===== config.mk =====
export PLATFORM = sky130hd
export DESIGN_NAME = car_traffic_flat
export DESIGN_NICKNAME = d
export VERILOG_FILES = /design/src/rtl/car_traffic_if.sv /design/src/rtl/car_traffic.sv /design/src/flat_wrapper.sv
export SDC_FILE = /design/constraint.sdc
export NUM_CORES = 1
export LEC_CHECK = 0
export BUFFER_PORTS_ARGS = -buffer_cell sky130_fd_sc_hd__buf_2
export CAP_MARGIN = 20
export CORE_MARGIN = 2
export CORE_UTILIZATION = 61
export DETAILED_ROUTE_END_ITERATION = 16
export PLACE_DENSITY = 0.82
export SYNTH_ARGS = -nofsm -noshare
export SYNTH_HDL_FRONTEND = slang
export SYNTH_SLANG_ARGS = --single-unit

===== constraint.sdc =====
create_clock -name i_clk -period 4.4 [get_ports i_clk]
set_input_delay 0.44 -clock i_clk [delete_from_list [all_inputs] [get_ports i_clk]]
set_output_delay 0.44 -clock i_clk [all_outputs]
set_load 0.05 [all_outputs]

===== src/rtl/car_traffic_if.sv =====
// Control inputs and car-position outputs of the lane traffic generator.
// The slave modport is the generator; the master modport is its driver/observer.
interface car_traffic_if;
    logic       i_level_up;
    logic       i_restart;
    logic       i_freeze;
    logic [9:0] o_car_x1;
    logic [9:0] o_car_x2;
    logic [9:0] o_car_x3;
    logic [9:0] o_car_x4;
    logic [9:0] o_car_x5;
    logic [9:0] o_car_x6;
    logic [9:0] o_car_x7;
    logic [9:0] o_car_x8;
    logic [2:0] o_level;
    logic       o_tick;

    modport slave (
        input  i_level_up, i_restart, i_freeze,
        output o_car_x1, o_car_x2, o_car_x3, o_car_x4,
               o_car_x5, o_car_x6, o_car_x7, o_car_x8,
               o_level, o_tick
    );

    modport master (
        output i_level_up, i_restart, i_freeze,
        input  o_car_x1, o_car_x2, o_car_x3, o_car_x4,
               o_car_x5, o_car_x6, o_car_x7, o_car_x8,
               o_level, o_tick
    );
endinterface


===== src/rtl/car_traffic.sv =====
// Eight-lane car traffic generator: prescaled motion tick, per-lane speed and
// direction, wrap through an off-screen margin, level speed-up and restart.
module car_traffic #(
    parameter int TICK_DIV  = 250000,
    parameter int WRAP      = 704,
    parameter int SPACING   = 88,
    parameter int BASE_STEP = 1,
    parameter int MAX_LEVEL = 7
) (
    input  logic          i_clk,
    input  logic          i_rst_n,
    car_traffic_if.slave  bus
);
    localparam int NLANE = 8;

    logic [23:0] r_cnt;
    logic [23:0] w_cnt_nxt;
    logic [9:0]  r_x       [NLANE];
    logic [9:0]  w_x_nxt   [NLANE];
    logic [2:0]  r_level;
    logic [2:0]  w_level_nxt;
    logic        r_tick;
    logic        w_tick_nxt;
    logic        w_tick_ev;

    function automatic logic [9:0] f_start(input int lane);
        return 10'(lane * SPACING);
    endfunction

    function automatic logic [4:0] f_step(input int lane, input logic [2:0] lvl);
        return 5'(BASE_STEP) + 5'(lane % 4) + {2'b00, lvl};
    endfunction

    // 11-bit wrap arithmetic keeps every position inside [0, WRAP)
    function automatic logic [9:0] f_move(input logic [9:0] x, input logic [4:0] step,
                                          input logic dir_left);
        logic [10:0] w_x11;
        logic [10:0] w_s11;
        logic [10:0] w_nx;
        w_x11 = {1'b0, x};
        w_s11 = {6'b000000, step};
        if (dir_left) begin
            if (w_x11 < w_s11) begin
                w_nx = w_x11 + 11'(WRAP) - w_s11;
            end else begin
                w_nx = w_x11 - w_s11;
            end
        end else begin
            w_nx = w_x11 + w_s11;
            if (w_nx >= 11'(WRAP)) begin
                w_nx = w_nx - 11'(WRAP);
            end else begin
                w_nx = w_nx;
            end
        end
        return w_nx[9:0];
    endfunction

    // Next-state: restart beats freeze, freeze beats motion; level-up survives freeze
    always_comb begin
        w_tick_ev   = (r_cnt == 24'(TICK_DIV - 1));
        w_cnt_nxt   = r_cnt;
        w_level_nxt = r_level;
        w_tick_nxt  = 1'b0;
        for (int i = 0; i < NLANE; i++) begin
            w_x_nxt[i] = r_x[i];
        end
        if (bus.i_restart) begin
            w_cnt_nxt   = 24'd0;
            w_level_nxt = 3'd0;
            for (int i = 0; i < NLANE; i++) begin
                w_x_nxt[i] = f_start(i);
            end
        end else begin
            if (bus.i_freeze) begin
                w_tick_nxt = 1'b0;
            end else if (w_tick_ev) begin
                w_cnt_nxt  = 24'd0;
                w_tick_nxt = 1'b1;
                for (int i = 0; i < NLANE; i++) begin
                    w_x_nxt[i] = f_move(r_x[i], f_step(i, r_level), i[0]);
                end
            end else begin
                w_cnt_nxt = r_cnt + 24'd1;
            end
            if (bus.i_level_up && (r_level < 3'(MAX_LEVEL))) begin
                w_level_nxt = r_level + 3'd1;
            end else begin
                w_level_nxt = r_level;
            end
        end
    end

    // State registers with asynchronous return to the start pattern
    always_ff @(posedge i_clk or negedge i_rst_n) begin
        if (!i_rst_n) begin
            r_cnt   <= 24'd0;
            r_level <= 3'd0;
            r_tick  <= 1'b0;
            for (int i = 0; i < NLANE; i++) begin
                r_x[i] <= f_start(i);
            end
        end else begin
            r_cnt   <= w_cnt_nxt;
            r_level <= w_level_nxt;
            r_tick  <= w_tick_nxt;
            for (int i = 0; i < NLANE; i++) begin
                r_x[i] <= w_x_nxt[i];
            end
        end
    end

    assign bus.o_car_x1 = r_x[0];
    assign bus.o_car_x2 = r_x[1];
    assign bus.o_car_x3 = r_x[2];
    assign bus.o_car_x4 = r_x[3];
    assign bus.o_car_x5 = r_x[4];
    assign bus.o_car_x6 = r_x[5];
    assign bus.o_car_x7 = r_x[6];
    assign bus.o_car_x8 = r_x[7];
    assign bus.o_level  = r_level;
    assign bus.o_tick   = r_tick;
endmodule


===== src/flat_wrapper.sv =====
// flat-port wrapper written by rule: the top's interface ports become plain ports
module car_traffic_flat 
#(
    parameter int TICK_DIV  = 250000,
    parameter int WRAP      = 704,
    parameter int SPACING   = 88,
    parameter int BASE_STEP = 1,
    parameter int MAX_LEVEL = 7
)
  (i_clk, i_rst_n, bus_i_level_up, bus_i_restart, bus_i_freeze, bus_o_car_x1, bus_o_car_x2, bus_o_car_x3, bus_o_car_x4, bus_o_car_x5, bus_o_car_x6, bus_o_car_x7, bus_o_car_x8, bus_o_level, bus_o_tick);
  car_traffic_if bus_i ();
  input  logic i_clk;
  input  logic i_rst_n;
  input wire logic [$bits(bus_i.i_level_up)-1:0] bus_i_level_up;
  input wire logic [$bits(bus_i.i_restart)-1:0] bus_i_restart;
  input wire logic [$bits(bus_i.i_freeze)-1:0] bus_i_freeze;
  output wire logic [$bits(bus_i.o_car_x1)-1:0] bus_o_car_x1;
  output wire logic [$bits(bus_i.o_car_x2)-1:0] bus_o_car_x2;
  output wire logic [$bits(bus_i.o_car_x3)-1:0] bus_o_car_x3;
  output wire logic [$bits(bus_i.o_car_x4)-1:0] bus_o_car_x4;
  output wire logic [$bits(bus_i.o_car_x5)-1:0] bus_o_car_x5;
  output wire logic [$bits(bus_i.o_car_x6)-1:0] bus_o_car_x6;
  output wire logic [$bits(bus_i.o_car_x7)-1:0] bus_o_car_x7;
  output wire logic [$bits(bus_i.o_car_x8)-1:0] bus_o_car_x8;
  output wire logic [$bits(bus_i.o_level)-1:0] bus_o_level;
  output wire logic [$bits(bus_i.o_tick)-1:0] bus_o_tick;
  assign bus_i.i_level_up = bus_i_level_up;
  assign bus_i.i_restart = bus_i_restart;
  assign bus_i.i_freeze = bus_i_freeze;
  assign bus_o_car_x1 = bus_i.o_car_x1;
  assign bus_o_car_x2 = bus_i.o_car_x2;
  assign bus_o_car_x3 = bus_i.o_car_x3;
  assign bus_o_car_x4 = bus_i.o_car_x4;
  assign bus_o_car_x5 = bus_i.o_car_x5;
  assign bus_o_car_x6 = bus_i.o_car_x6;
  assign bus_o_car_x7 = bus_i.o_car_x7;
  assign bus_o_car_x8 = bus_i.o_car_x8;
  assign bus_o_level = bus_i.o_level;
  assign bus_o_tick = bus_i.o_tick;
  car_traffic #(.TICK_DIV(TICK_DIV), .WRAP(WRAP), .SPACING(SPACING), .BASE_STEP(BASE_STEP), .MAX_LEVEL(MAX_LEVEL)) u_core (.i_clk(i_clk), .i_rst_n(i_rst_n), .bus(bus_i));
endmodule

==> summary by stage <==
Status
The flow ran to the end, and the final reports show no timing, DRC or antenna violations.

Cells and area
The area taken by multi-input logic gates is 5800 µm². The number of standard cells in the layout, taps in and fillers out is 1314. The total inserted antenna cells is 0. The fraction of final layout cells with drive strength greater than 1 is 15.2%.

The final-layout fill cell count is 1177. The footprint of the flip-flops and latches is 2730 µm². The post-synthesis to final-layout area growth is 9.84%. The final cell area excluding filler cells is 9940 µm².

The total number of nets in the final design is 1231.

Critical path
Data on the critical path is required at its endpoint by 4.64 ns. Of all nets on the critical path, the largest fanout is 6. The launching element type of the critical path is a register.

The category of cells accounting for the largest share of critical-path delay is compound AO/OA/AOI/OAI gates. Counting both buffers and inverters, the worst setup path holds a total of 2. At the worst endpoint, the arrival time is 4.40 ns. The category of the worst setup path capture point is a register. The worst register-to-register path ends at u_core.bus.o_car_x7[8]$_DFFE_PN0P_. The class of the most critical setup path is register to register. The worst register-to-register path begins at u_core.bus.o_level[0]$_DFFE_PN0P_. The number of cells on the worst reg-to-reg path is 16. The cell with the biggest individual delay on the critical path is sky130_fd_sc_hd__dfrtp_1. On the worst path, the slowest cell contributes a delay of 0.38 ns. Walking the worst path, the cells encountered are inv_1 -> ha_2 -> inv_1 -> ha_1 -> a211o_1 -> a21oi_2 -> nor2_1 -> xnor2_1 -> ha_1 -> and4b_1 -> o21ai_0 -> a21oi_1 -> a22oi_2 -> a211o_1 -> a211oi_2 -> mux2_1. The setup slack of the most critical reg-to-reg path is 0.24 ns.

Timing
The hold violation total from the final report is 0. The worst path in the final design needs a cycle of 4.16 ns, including I/O delays and setup. The number of pins with negative max-slew slack in the final report came to 0.

The number of failing setup endpoints in the final timing report is 0. The slew of the pin with the lowest slew margin is 0.942 ns. Measured against its own limit, the worst slew margin works out to 37.2%. The final critical path takes up 94.5% of the cycle. The final clock skew is 0.0109 ns.

The worst path setup slack after routing is 0.243 ns. The highest clock frequency the design can meet is 241 MHz.

Route
The routed design has 23.0 mm of wire. The post-detailed-route count of antenna-violating nets is 0. The initial DRC count is 789.

Dividing the detail-routed via count by the number of cells gives 6.22. The number of detailed-route iterations in the first pass is 8. Dividing the detail-routed wire length by the instance count gives 17.5 µm.

Across all layers, the routed design uses 8175 vias. After detailed routing, the number of remaining DRC violations is 0.

Placement
Timing analysis after detailed placement gives a worst setup slack of 0.221 ns. The number of port buffers is 88. After detailed placement, the total cell area comes to 9630 µm².

The final estimated routing congestion in global placement is 0.982. The number of instances in the placed design is 1298. After legalization and detailed placement, the total HPWL measured 16.6 mm.

Logic synthesis
The flip-flop and latch count after synthesis is 108. The number of enable flip-flop cells after synthesis is 0. The synthesized cell area is 9050 µm². Of the synthesized area, sequential elements account for 30.2%. During synthesis, Yosys emitted a total of 0 warnings. In this run the mean area of a mapped cell was 8.55 µm². In the synthesized netlist the dominant register cell turns out to be sky130_fd_sc_hd__dfrtp_1. The cell count after synthesis is 1058. The number of different library cells used by synthesis comes to 81.

The async set or reset register ratio after synthesis is 100%. The number of nets handed over by synthesis was 1164.

Global routing
The first global-routing pass estimated 38.1 mm of wire. The number of global-route vias before repair is 7860. The initial antenna violation count is 0.

Global routing used 29.0% of the available tracks across all layers. The total overflow reported by the global router is 0. The largest net degree at the start of global routing is 70.

Pwr
IR analysis of the VDD net gives a maximum drop of 214 µV. The leakage power figure is 4.53 nW. Dividing total power by cell area gives a power density of 213 nW/µm².

Clock tree
The buffer type at the clock tree root is sky130_fd_sc_hd__clkbuf_16. The number of gates resized after CTS was 0. The cts-stage hold buffer count is 0. The number of levels in the clock H-tree is 3. The clock latency on the worst-skew pair is 0.37 ns. The clock transition at the registers of the reported paths is 0.08 ns. The number of buffers inserted to repair setup after CTS is 0.

The total number of clock tree sinks is 108. The number of buffers between clock root and the deepest sink is 2. The CTS tree is yes.

In this run, CTS created clock tree buffers numbering 9.

Floorplanning
The effective utilization at floorplan is 62.3%. The core region is 14500 µm². In this run the core area contains 44 standard-cell rows. 89 I/O pins were placed. The width of the chip is 126 µm. From bottom edge to top edge, the die measures 126 µm. The floorplan die area is 15800 µm².

Job
The number of maximum-capacitance constraint violations is 0.

Min path
The min-delay analysis places its worst path in the category input port to asynchronous set/reset pin.
-- cell families (layout without fill, tap and decap cells) --
group	count (synthesis)	count (layout)	synth area share [%]
AOI/OAI and AO/OA	301	301	22.0
DFF	108	108	30.2
xor gates and xnor gates	66	66	6.39
muxes	9	9	1.05
buffers and inverters	137	209	5.88
and+or+nand+nor	336	336	18.9
adders and majority gates	101	101	15.6
-- worst reg2reg max path, stage by stage (launching register included) --
cell and delay (ns):
sky130_fd_sc_hd__dfrtp_1 0.38, sky130_fd_sc_hd__inv_1 0.18, sky130_fd_sc_hd__ha_2 0.37, sky130_fd_sc_hd__inv_1 0.21, sky130_fd_sc_hd__ha_1 0.28, sky130_fd_sc_hd__a211o_1 0.37
sky130_fd_sc_hd__a21oi_2 0.21, sky130_fd_sc_hd__nor2_1 0.11, sky130_fd_sc_hd__xnor2_1 0.17, sky130_fd_sc_hd__ha_1 0.21, sky130_fd_sc_hd__and4b_1 0.20, sky130_fd_sc_hd__o21ai_0 0.10
sky130_fd_sc_hd__a21oi_1 0.23, sky130_fd_sc_hd__a22oi_2 0.13, sky130_fd_sc_hd__a211o_1 0.30, sky130_fd_sc_hd__a211oi_2 0.23, sky130_fd_sc_hd__mux2_1 0.34
-- sequential cells by signal, indices dropped and copies added, names as in the netlist --
signal               count
u_core.bus.o_tick        1
u_core.bus.o_car_x4     10
u_core.r_cnt            24
u_core.bus.o_car_x2     10
u_core.bus.o_car_x5     10
u_core.bus.o_car_x8     10
u_core.bus.o_car_x6     10
u_core.bus.o_level       3
u_core.bus.o_car_x7     10
u_core.bus.o_car_x1     10
u_core.bus.o_car_x3     10
-- cell usage after synthesis, drive strengths merged, types with 3 or more instances --
master,n,area (µm²)
inv,95,357
nor2,90,348
dfrtp,86,2150
ha,81,1010
o21ai,78,390
a21oi,69,357
nand2,66,253
xnor2,40,350
nand3,36,180
clkbuf,28,108
nor3,28,140
xor2,26,228
a31oi,24,150
dfstp,22,578
fa,20,400
o31ai,18,135
o22ai,17,106
or3,17,106
nand2b,16,105
buf,14,67.6
a21o,13,97.6
and3,13,86.3
a211oi,11,123
a22o,11,96.3
nand4,11,68.8
o21bai,11,82.6
nor2b,10,62.6
and2,9,56.3
nor4,8,50.1
or2,8,50.1
a22oi,7,57.6
and4b,6,60.1
mux2i,5,50.1
o21a,5,37.5
a211o,4,35.0
and4,4,35.0
mux2,4,45.0
nor3b,4,30.0
o211ai,4,40.0
o31a,4,35.0
a221oi,3,32.5
or4,3,22.5
-- power by group --
group,total (mW),switching [mW],internal [mW]
logic,0.230,0.156,0.0741
clock network,0.868,0.404,0.464
registers,1.01,0.0126,1.00
total,2.11,0.573,1.54
-- final cells by class --
class / count / share of cell area (%)
Clock inverter: 6 / 0.717
Inverter: 95 / 3.59
Multi-Input combinational cell: 813 / 58.3
Clock buffer: 10 / 2.40
Sequential cell: 108 / 27.5
Timing Repair Buffer: 98 / 5.21
Tap cell: 184 / 2.32
-- through the flow --
step	hold slack (ns)	total power [mW]	TNS [ns]	utilization, %
after global placement	0.483	1.26	0	66.2
after global routing	0.291	2.19	-0.0401	68.4
after CTS	0.246	2.13	0	68.4
after detailed placement	0.503	1.26	0	66.2
after floorplan	0.144	1.18	0	-
final	0.191	2.11	0	68.4
-- worst max-delay path by stage --
stage / from / endpoint / slack (ns) / depth (start not counted)
3_5_place_dp: u_core.bus.o_level[1]$_DFFE_PN0P_ / u_core.bus.o_car_x7[8]$_DFFE_PN0P_ / 0.22 / 16
3_3_place_gp: u_core.bus.o_level[1]$_DFFE_PN0P_ / u_core.bus.o_car_x7[8]$_DFFE_PN0P_ / 0.37 / 16
5_1_grt: u_core.bus.o_level[1]$_DFFE_PN0P_ / u_core.bus.o_car_x7[8]$_DFFE_PN0P_ / -0.04 / 16
6_report: u_core.bus.o_level[0]$_DFFE_PN0P_ / u_core.bus.o_car_x7[8]$_DFFE_PN0P_ / 0.24 / 16
2_1_floorplan: u_core.bus.o_level[0]$_DFFE_PN0P_ / u_core.bus.o_car_x7[8]$_DFFE_PN0P_ / 0.07 / 16
4_1_cts: u_core.bus.o_level[1]$_DFFE_PN0P_ / u_core.bus.o_car_x7[8]$_DFFE_PN0P_ / 0.18 / 16
-- layout by cell type (no fill, tap or decap), types with 9 or more instances in the layout --
cell type / count
sky130_fd_sc_hd__o21ai_0: 76
sky130_fd_sc_hd__nand2b_1: 14
sky130_fd_sc_hd__a21o_1: 13
sky130_fd_sc_hd__nor2_1: 86
sky130_fd_sc_hd__fa_1: 20
sky130_fd_sc_hd__o21bai_1: 11
sky130_fd_sc_hd__a21oi_1: 67
sky130_fd_sc_hd__and2_1: 9
sky130_fd_sc_hd__nand3_1: 36
sky130_fd_sc_hd__nor3_1: 28
sky130_fd_sc_hd__o31ai_1: 18
sky130_fd_sc_hd__dfstp_2: 22
sky130_fd_sc_hd__a22o_1: 11
sky130_fd_sc_hd__nand4_1: 11
sky130_fd_sc_hd__buf_2: 87
sky130_fd_sc_hd__and3_1: 12
sky130_fd_sc_hd__nor2b_1: 10
sky130_fd_sc_hd__o22ai_1: 17
sky130_fd_sc_hd__xor2_1: 26
sky130_fd_sc_hd__nand2_1: 64
sky130_fd_sc_hd__or3_1: 17
sky130_fd_sc_hd__clkbuf_16: 9
sky130_fd_sc_hd__a31oi_1: 24
sky130_fd_sc_hd__dfrtp_1: 85
sky130_fd_sc_hd__inv_1: 94
sky130_fd_sc_hd__buf_4: 11
sky130_fd_sc_hd__xnor2_1: 40
sky130_fd_sc_hd__ha_1: 80
-- metal layers --
metal	vias up	share of wire, %	track usage, %
li1	3904	-	-
met1	3961	44	39.6
met2	279	48	47.9
met3	31	6.5	5.18
met4	0	1.9	8.14
met5	-	0	0
Power figures use the tool's default switching activity.
